**src/rtl/phase_gen_pkg.sv**
```systemverilog
// Shared defaults and direction encoding for the multi-channel phase generator.
package phase_gen_pkg;

    localparam int FREQ_W_DEF  = 13;
    localparam int PHASE_W_DEF = 8;

    typedef enum logic {
        DIR_UP = 1'b0,
        DIR_DN = 1'b1
    } dir_e;

endpackage

```
**src/rtl/phase_gen_chan.sv**
```systemverilog
// One phase-generator channel: shadow/active config, period divider, phase counter and wrap flag.
module phase_gen_chan
    import phase_gen_pkg::*;
#(
    parameter int FREQ_W  = FREQ_W_DEF,
    parameter int PHASE_W = PHASE_W_DEF
) (
    input  logic               clk,
    input  logic               rst_n,
    input  logic               wr_en,
    input  logic [FREQ_W-1:0]  wr_freq,
    input  logic               wr_dir,
    input  logic               sync,
    output logic [PHASE_W-1:0] phase,
    output logic               wrap,
    output logic               pending
);

    logic [FREQ_W-1:0]  shadow_freq, shadow_freq_n;
    logic               shadow_dir, shadow_dir_n;
    logic               pending_n;
    logic [FREQ_W-1:0]  active_freq, active_freq_n;
    logic               active_dir, active_dir_n;
    logic [FREQ_W-1:0]  cnt, cnt_n;
    logic [PHASE_W-1:0] phase_n;
    logic               wrap_n;

    logic               idle;
    logic               tick;
    logic               apply;
    logic [PHASE_W:0]   stepped;

    // Step the phase by one in the given direction; MSB of the result flags a wrap.
    function automatic logic [PHASE_W:0] phase_step(input logic [PHASE_W-1:0] p,
                                                    input logic dir);
        logic [PHASE_W-1:0] n;
        logic               w;
        if (dir == DIR_DN) begin
            n = p - 1'b1;
            w = (p == '0);
        end else begin
            n = p + 1'b1;
            w = &p;
        end
        return {w, n};
    endfunction

    assign idle    = (active_freq == '0);
    assign tick    = !idle && (cnt == active_freq);
    // A pending config lands on any boundary: sync, an idle channel, or a period tick.
    assign apply   = pending && (sync || idle || tick);
    assign stepped = phase_step(phase, active_dir);

    // Next-state: sync beats tick beats counting; config apply uses the pre-edge shadow.
    always_comb begin
        shadow_freq_n = shadow_freq;
        shadow_dir_n  = shadow_dir;
        pending_n     = pending;
        active_freq_n = active_freq;
        active_dir_n  = active_dir;
        cnt_n         = cnt;
        phase_n       = phase;
        wrap_n        = 1'b0;

        if (sync || idle) begin
            cnt_n   = '0;
            phase_n = '0;
        end else if (tick) begin
            cnt_n = '0;
            if (apply && (shadow_freq == '0)) begin
                phase_n = '0;
            end else begin
                phase_n = stepped[PHASE_W-1:0];
                wrap_n  = stepped[PHASE_W];
            end
        end else begin
            cnt_n = cnt + 1'b1;
        end

        if (apply) begin
            active_freq_n = shadow_freq;
            active_dir_n  = shadow_dir;
            pending_n     = 1'b0;
        end

        // A write on the applying edge stays pending for the following boundary.
        if (wr_en) begin
            shadow_freq_n = wr_freq;
            shadow_dir_n  = wr_dir;
            pending_n     = 1'b1;
        end
    end

    // Channel state register; reset leaves the channel disabled with nothing pending.
    always_ff @(posedge clk or negedge rst_n) begin
        if (!rst_n) begin
            shadow_freq <= '0;
            shadow_dir  <= 1'b0;
            pending     <= 1'b0;
            active_freq <= '0;
            active_dir  <= 1'b0;
            cnt         <= '0;
            phase       <= '0;
            wrap        <= 1'b0;
        end else begin
            shadow_freq <= shadow_freq_n;
            shadow_dir  <= shadow_dir_n;
            pending     <= pending_n;
            active_freq <= active_freq_n;
            active_dir  <= active_dir_n;
            cnt         <= cnt_n;
            phase       <= phase_n;
            wrap        <= wrap_n;
        end
    end

endmodule

```
**src/rtl/multi_phase_gen.sv**
```systemverilog
// Multi-channel frequency-to-phase generator: write decode, channel array, output packing.
module multi_phase_gen
    import phase_gen_pkg::*;
#(
    parameter int CHANNELS = 4,
    parameter int FREQ_W   = FREQ_W_DEF,
    parameter int PHASE_W  = PHASE_W_DEF,
    parameter int CH_W     = (CHANNELS > 1) ? $clog2(CHANNELS) : 1
) (
    input  logic                        clk,
    input  logic                        rst_n,
    input  logic                        wr_en,
    input  logic [CH_W-1:0]             wr_ch,
    input  logic [FREQ_W-1:0]           wr_freq,
    input  logic                        wr_dir,
    input  logic                        sync,
    output logic [CHANNELS*PHASE_W-1:0] phase,
    output logic [CHANNELS-1:0]         wrap,
    output logic [CHANNELS-1:0]         pending
);

    logic [CHANNELS-1:0] wr_sel;

    for (genvar i = 0; i < CHANNELS; i++) begin : g_chan
        // Only an exact address match selects a channel, so out-of-range writes fall through.
        assign wr_sel[i] = wr_en && (wr_ch == CH_W'(i));

        phase_gen_chan #(
            .FREQ_W  (FREQ_W),
            .PHASE_W (PHASE_W)
        ) u_chan (
            .clk     (clk),
            .rst_n   (rst_n),
            .wr_en   (wr_sel[i]),
            .wr_freq (wr_freq),
            .wr_dir  (wr_dir),
            .sync    (sync),
            .phase   (phase[i*PHASE_W +: PHASE_W]),
            .wrap    (wrap[i]),
            .pending (pending[i])
        );
    end

endmodule

```
**config.mk**
```make
export PLATFORM = sky130hd
export DESIGN_NAME = multi_phase_gen
export DESIGN_NICKNAME = d
export VERILOG_FILES = /design/src/rtl/phase_gen_pkg.sv /design/src/rtl/phase_gen_chan.sv /design/src/rtl/multi_phase_gen.sv
export SDC_FILE = /design/constraint.sdc
export NUM_CORES = 1
export LEC_CHECK = 0
export CORE_MARGIN = 3
export CORE_UTILIZATION = 56
export DETAILED_ROUTE_END_ITERATION = 6
export GPL_TIMING_DRIVEN = 0
export PLACE_DENSITY = 0.76
export SKIP_CTS_REPAIR_TIMING = 1
export SLEW_MARGIN = 20
export SYNTH_ARGS = -nofsm -noshare
export SYNTH_HDL_FRONTEND = slang
export SYNTH_SLANG_ARGS = --single-unit
```
**constraint.sdc**
```tcl
create_clock -name clk -period 3.2 [get_ports clk]
set_clock_uncertainty 0.05 [all_clocks]
set_input_delay 0.8 -clock clk [delete_from_list [all_inputs] [get_ports clk]]
set_output_delay 0.8 -clock clk [all_outputs]
set_load 0.1 [all_outputs]
```
==> flow_metrics.py <==
metrics = {
    "logic_synthesis": {
        "netlist_area_um2": 10400,
        "synth_top_area_frac": 0.493,
        "synthXorXnorAreaFrac": 0.0939,
        "synth_fa_ha_area_frac": 0.0416,
        "synth_edf_count": 0,
        "muxShareOfSynthArea": 0.135,
        "syn_inst": 908,
        "synth-simple-area-share": 0.146,
        "ys_seq_area_frac": 0.493,
        "yosysUniqueCellTypes": 50,
        "synth_ff_type": "dfrtp_1",
        "synth_top_cell_by_area": "dfrtp_1",
        "yosysWarnings": 0,
        "synth.area.top_cells": "dfrtp_1 49%, mux2_2 7.8%, xor2_1 7.0%",
        "synth_top_family_by_area": "simple AND/OR/NAND/NOR gates",
        "synth-compound-area-share": 0.0685,
        "syn_nets": 960,
        "ys_ff_latch": 204,
        "synth-async-reset-ratio": 1.00,
        "avgSynthCellArea_um2": 11.4,
    },
    "layout": {
        "fin_area_um2": 12100,
        "antenna_cells": 0,
        "drive_gt1_frac": 0.181,
        "stdcell_count": 1238,
        "post-route-util": 0.667,
        "fin_nets": 1046,
        "area_growth_pct": 16.4,
    },
    "floorplan": {
        "fp.dieArea_um2": 20200,
        "ioPinCount": 60,
        "start_util": 0.573,
        "rows": 49,
        "die_height_um": 142,
        "core_um2": 18100,
        "die_w_um": 142,
    },
    "setup_path": {
        "cp-start-kind": "flip-flop",
        "critPathKind": "flip-flop to primary output",
        "crit_fanout": 3,
        "r2r_end": "g_chan[2].u_chan.phase[7]",
        "r2r_cells": 7,
        "cp_slowest_cell": "clkdlybuf4s50_1",
        "crit-reg2reg-launch": "g_chan[2].u_chan.active_dir",
        "worst-endpoint-arrival_ps": 2230,
        "cp_slowest_stage_delay_ps": 1120,
        "worst-path-buf-inv": 2,
        "cp_cell_sequence": "buf_4 -> clkdlybuf4s50_1",
        "cp-end-kind": "primary output",
        "critPathTopFamily": "buffers and inverters",
        "crit_required_ps": 2350,
        "ff2ff_setup_slack_ps": 840,
    },
    "clock_tree": {
        "cts_buffer_depth": 3,
        "clk_pin_slew_ps": 60,
        "root_buffer": "clkbuf_16",
        "cts_max_level": 1,
        "numCtsBuffers": 23,
        "cts.sinks": 204,
        "clk_latency_ps": 510,
        "cts_tree": "built",
    },
    "sta": {
        "final_max_slew_viol_count": 0,
        "fmax_mhz": 324,
        "worst_slack_ps": 117,
        "tns_ps": 0,
        "rsz0062_at_grt": "no",
        "relSlewSlack": 0.341,
        "tightestPinTransition_ps": 985,
        "period_minus_slack_ps": 3080,
        "fin_crit_sh": 0.963,
        "hold_slack_ps": 161,
        "final-setup-viol-count": 0,
        "hold_viol": 0,
    },
    "power": {
        "power.switching_mw": 2.30,
        "total_power_mw": 7.88,
        "power_leakage_nw": 5.45,
        "power-per-cell-area_nw_per_um2": 654,
        "internal_power_mw": 5.58,
        "pwr-share-comb": 0.204,
        "ir_drop_v": 0.000442,
        "p_sw_frac": 0.292,
        "clkPwrFrac": 0.334,
        "power_frac_seq": 0.463,
    },
    "placed_design": {
        "dp.cells": 1198,
        "io_buffer_count": 59,
        "dpl.hpwl_um": 15300,
        "place_ws_ps": 217,
        "gp_congestion": 0.839,
        "place_area_um2": 11300,
    },
    "routing": {
        "viasPerCell": 5.78,
        "drt_iter0_drc": 470,
        "drt_first_pass_iters": 6,
        "avgRoutedWirePerCell_um": 17.8,
        "antenna_left": 0,
        "drt_wl_total_um": 22100,
        "drc": 0,
        "vias": 7157,
    },
    "worst_hold_path": {
        "hp-class": "input pin to async pin",
    },
    "run": {
        "maxCapViolations": 0,
    },
    "global_route": {
        "grt_max_degree": 81,
        "grt_pass1_vias": 7259,
        "overflow": 0,
        "antenna_found_initial": 0,
        "grt_pass1_wl_um": 36900,
        "track_usage": 0.222,
    },
    "outcome": {
        "outcome": "complete, no violations",
    },
}
-- how the worst max path moves through the flow --
stage                                   start                          endpoint  slack [ps]  depth (start not counted)
global placement                        rst_n           g_chan[2].u_chan.cnt[8]       -7260                          1
global route        g_chan[2].u_chan.phase[0]                         phase[16]          90                          1
CTS                  g_chan[2].u_chan.pending                        pending[2]         120                          2
floorplan           g_chan[2].u_chan.phase[3]         g_chan[2].u_chan.phase[7]         610                          7
finish               g_chan[2].u_chan.pending                        pending[2]         120                          2
detailed placement                      wr_en  g_chan[0].u_chan.shadow_freq[11]         220                          4
-- cell usage in the layout, fill, tap and decap left out, drive strengths merged, types with 6 or more instances in the layout --
master         count
dfrtp            204
mux2             112
xor2              83
nor2              74
clkdlybuf4s50     58
nand2             57
nand3             47
clkbuf            43
a21oi             39
nor4              31
xnor2             28
ha                28
buf               21
and3              20
nor3              20
o21ai             20
inv               16
nand4             10
a31oi              8
nand4b             8
a21o               8
o2111ai            8
or2                7
nand3b             6
-- sequential cells by signal, summed over array words and instances (netlist names) --
signal / cells
g_chan.u_chan.shadow_freq: 52
g_chan.u_chan.shadow_dir: 4
g_chan.u_chan.active_dir: 4
g_chan.u_chan.wrap: 4
g_chan.u_chan.pending: 4
g_chan.u_chan.phase: 32
g_chan.u_chan.active_freq: 52
g_chan.u_chan.cnt: 52
-- kinds of logic after synthesis --
| group | count (synthesis) |
|---|---|
| compound gates | 108 |
| xor+xnor | 111 |
| fa+ha+maj | 32 |
| buf+inv | 43 |
| flops | 204 |
| mux | 114 |
| simple gates | 296 |
-- power groups by stage --
stage / clock [mW] / combinational (mW) / sequential (mW)
after global routing: 2.78 / 1.78 / 3.71
after CTS: 2.67 / 1.62 / 3.64
after detailed placement: 0 / 1.60 / 3.67
after floorplan: 0 / 1.30 / 3.49
final: 2.63 / 1.60 / 3.65
after global placement: 0 / 1.53 / 3.66
-- routing by layer --
layer | up-vias | wire (um) | GRT usage
li1 | 3419 | - | -
met1 | 3575 | 10300 | 0.322
met2 | 125 | 10500 | 0.360
met3 | 38 | 747 | 0.0313
met4 | 0 | 454 | 0.0495
met5 | - | 0 | 0
-- synth_stat cells (12+ instances only) --
master	instances
a21oi_1	39
and3_1	20
dfrtp_1	204
ha_1	28
inv_1	12
mux2_2	72
mux2_4	30
nand2_1	52
nand3_1	47
nor2_1	72
nor3_1	20
nor4_1	29
o21ai_0	16
xnor2_1	28
xor2_1	83
-- area by class of cell --
class / instances / area, um2
Clock buffer: 33 / 673
Inverter: 15 / 56.3
Multi-Input combinational cell: 661 / 5020
Sequential cell: 204 / 5100
Timing Repair Buffer: 61 / 651
Clock inverter: 7 / 88.8
Buffer: 28 / 175
Tap cell: 229 / 287
Fill cell: 1380 / 6030
Note: power is estimated with default switching activity, not from simulation.
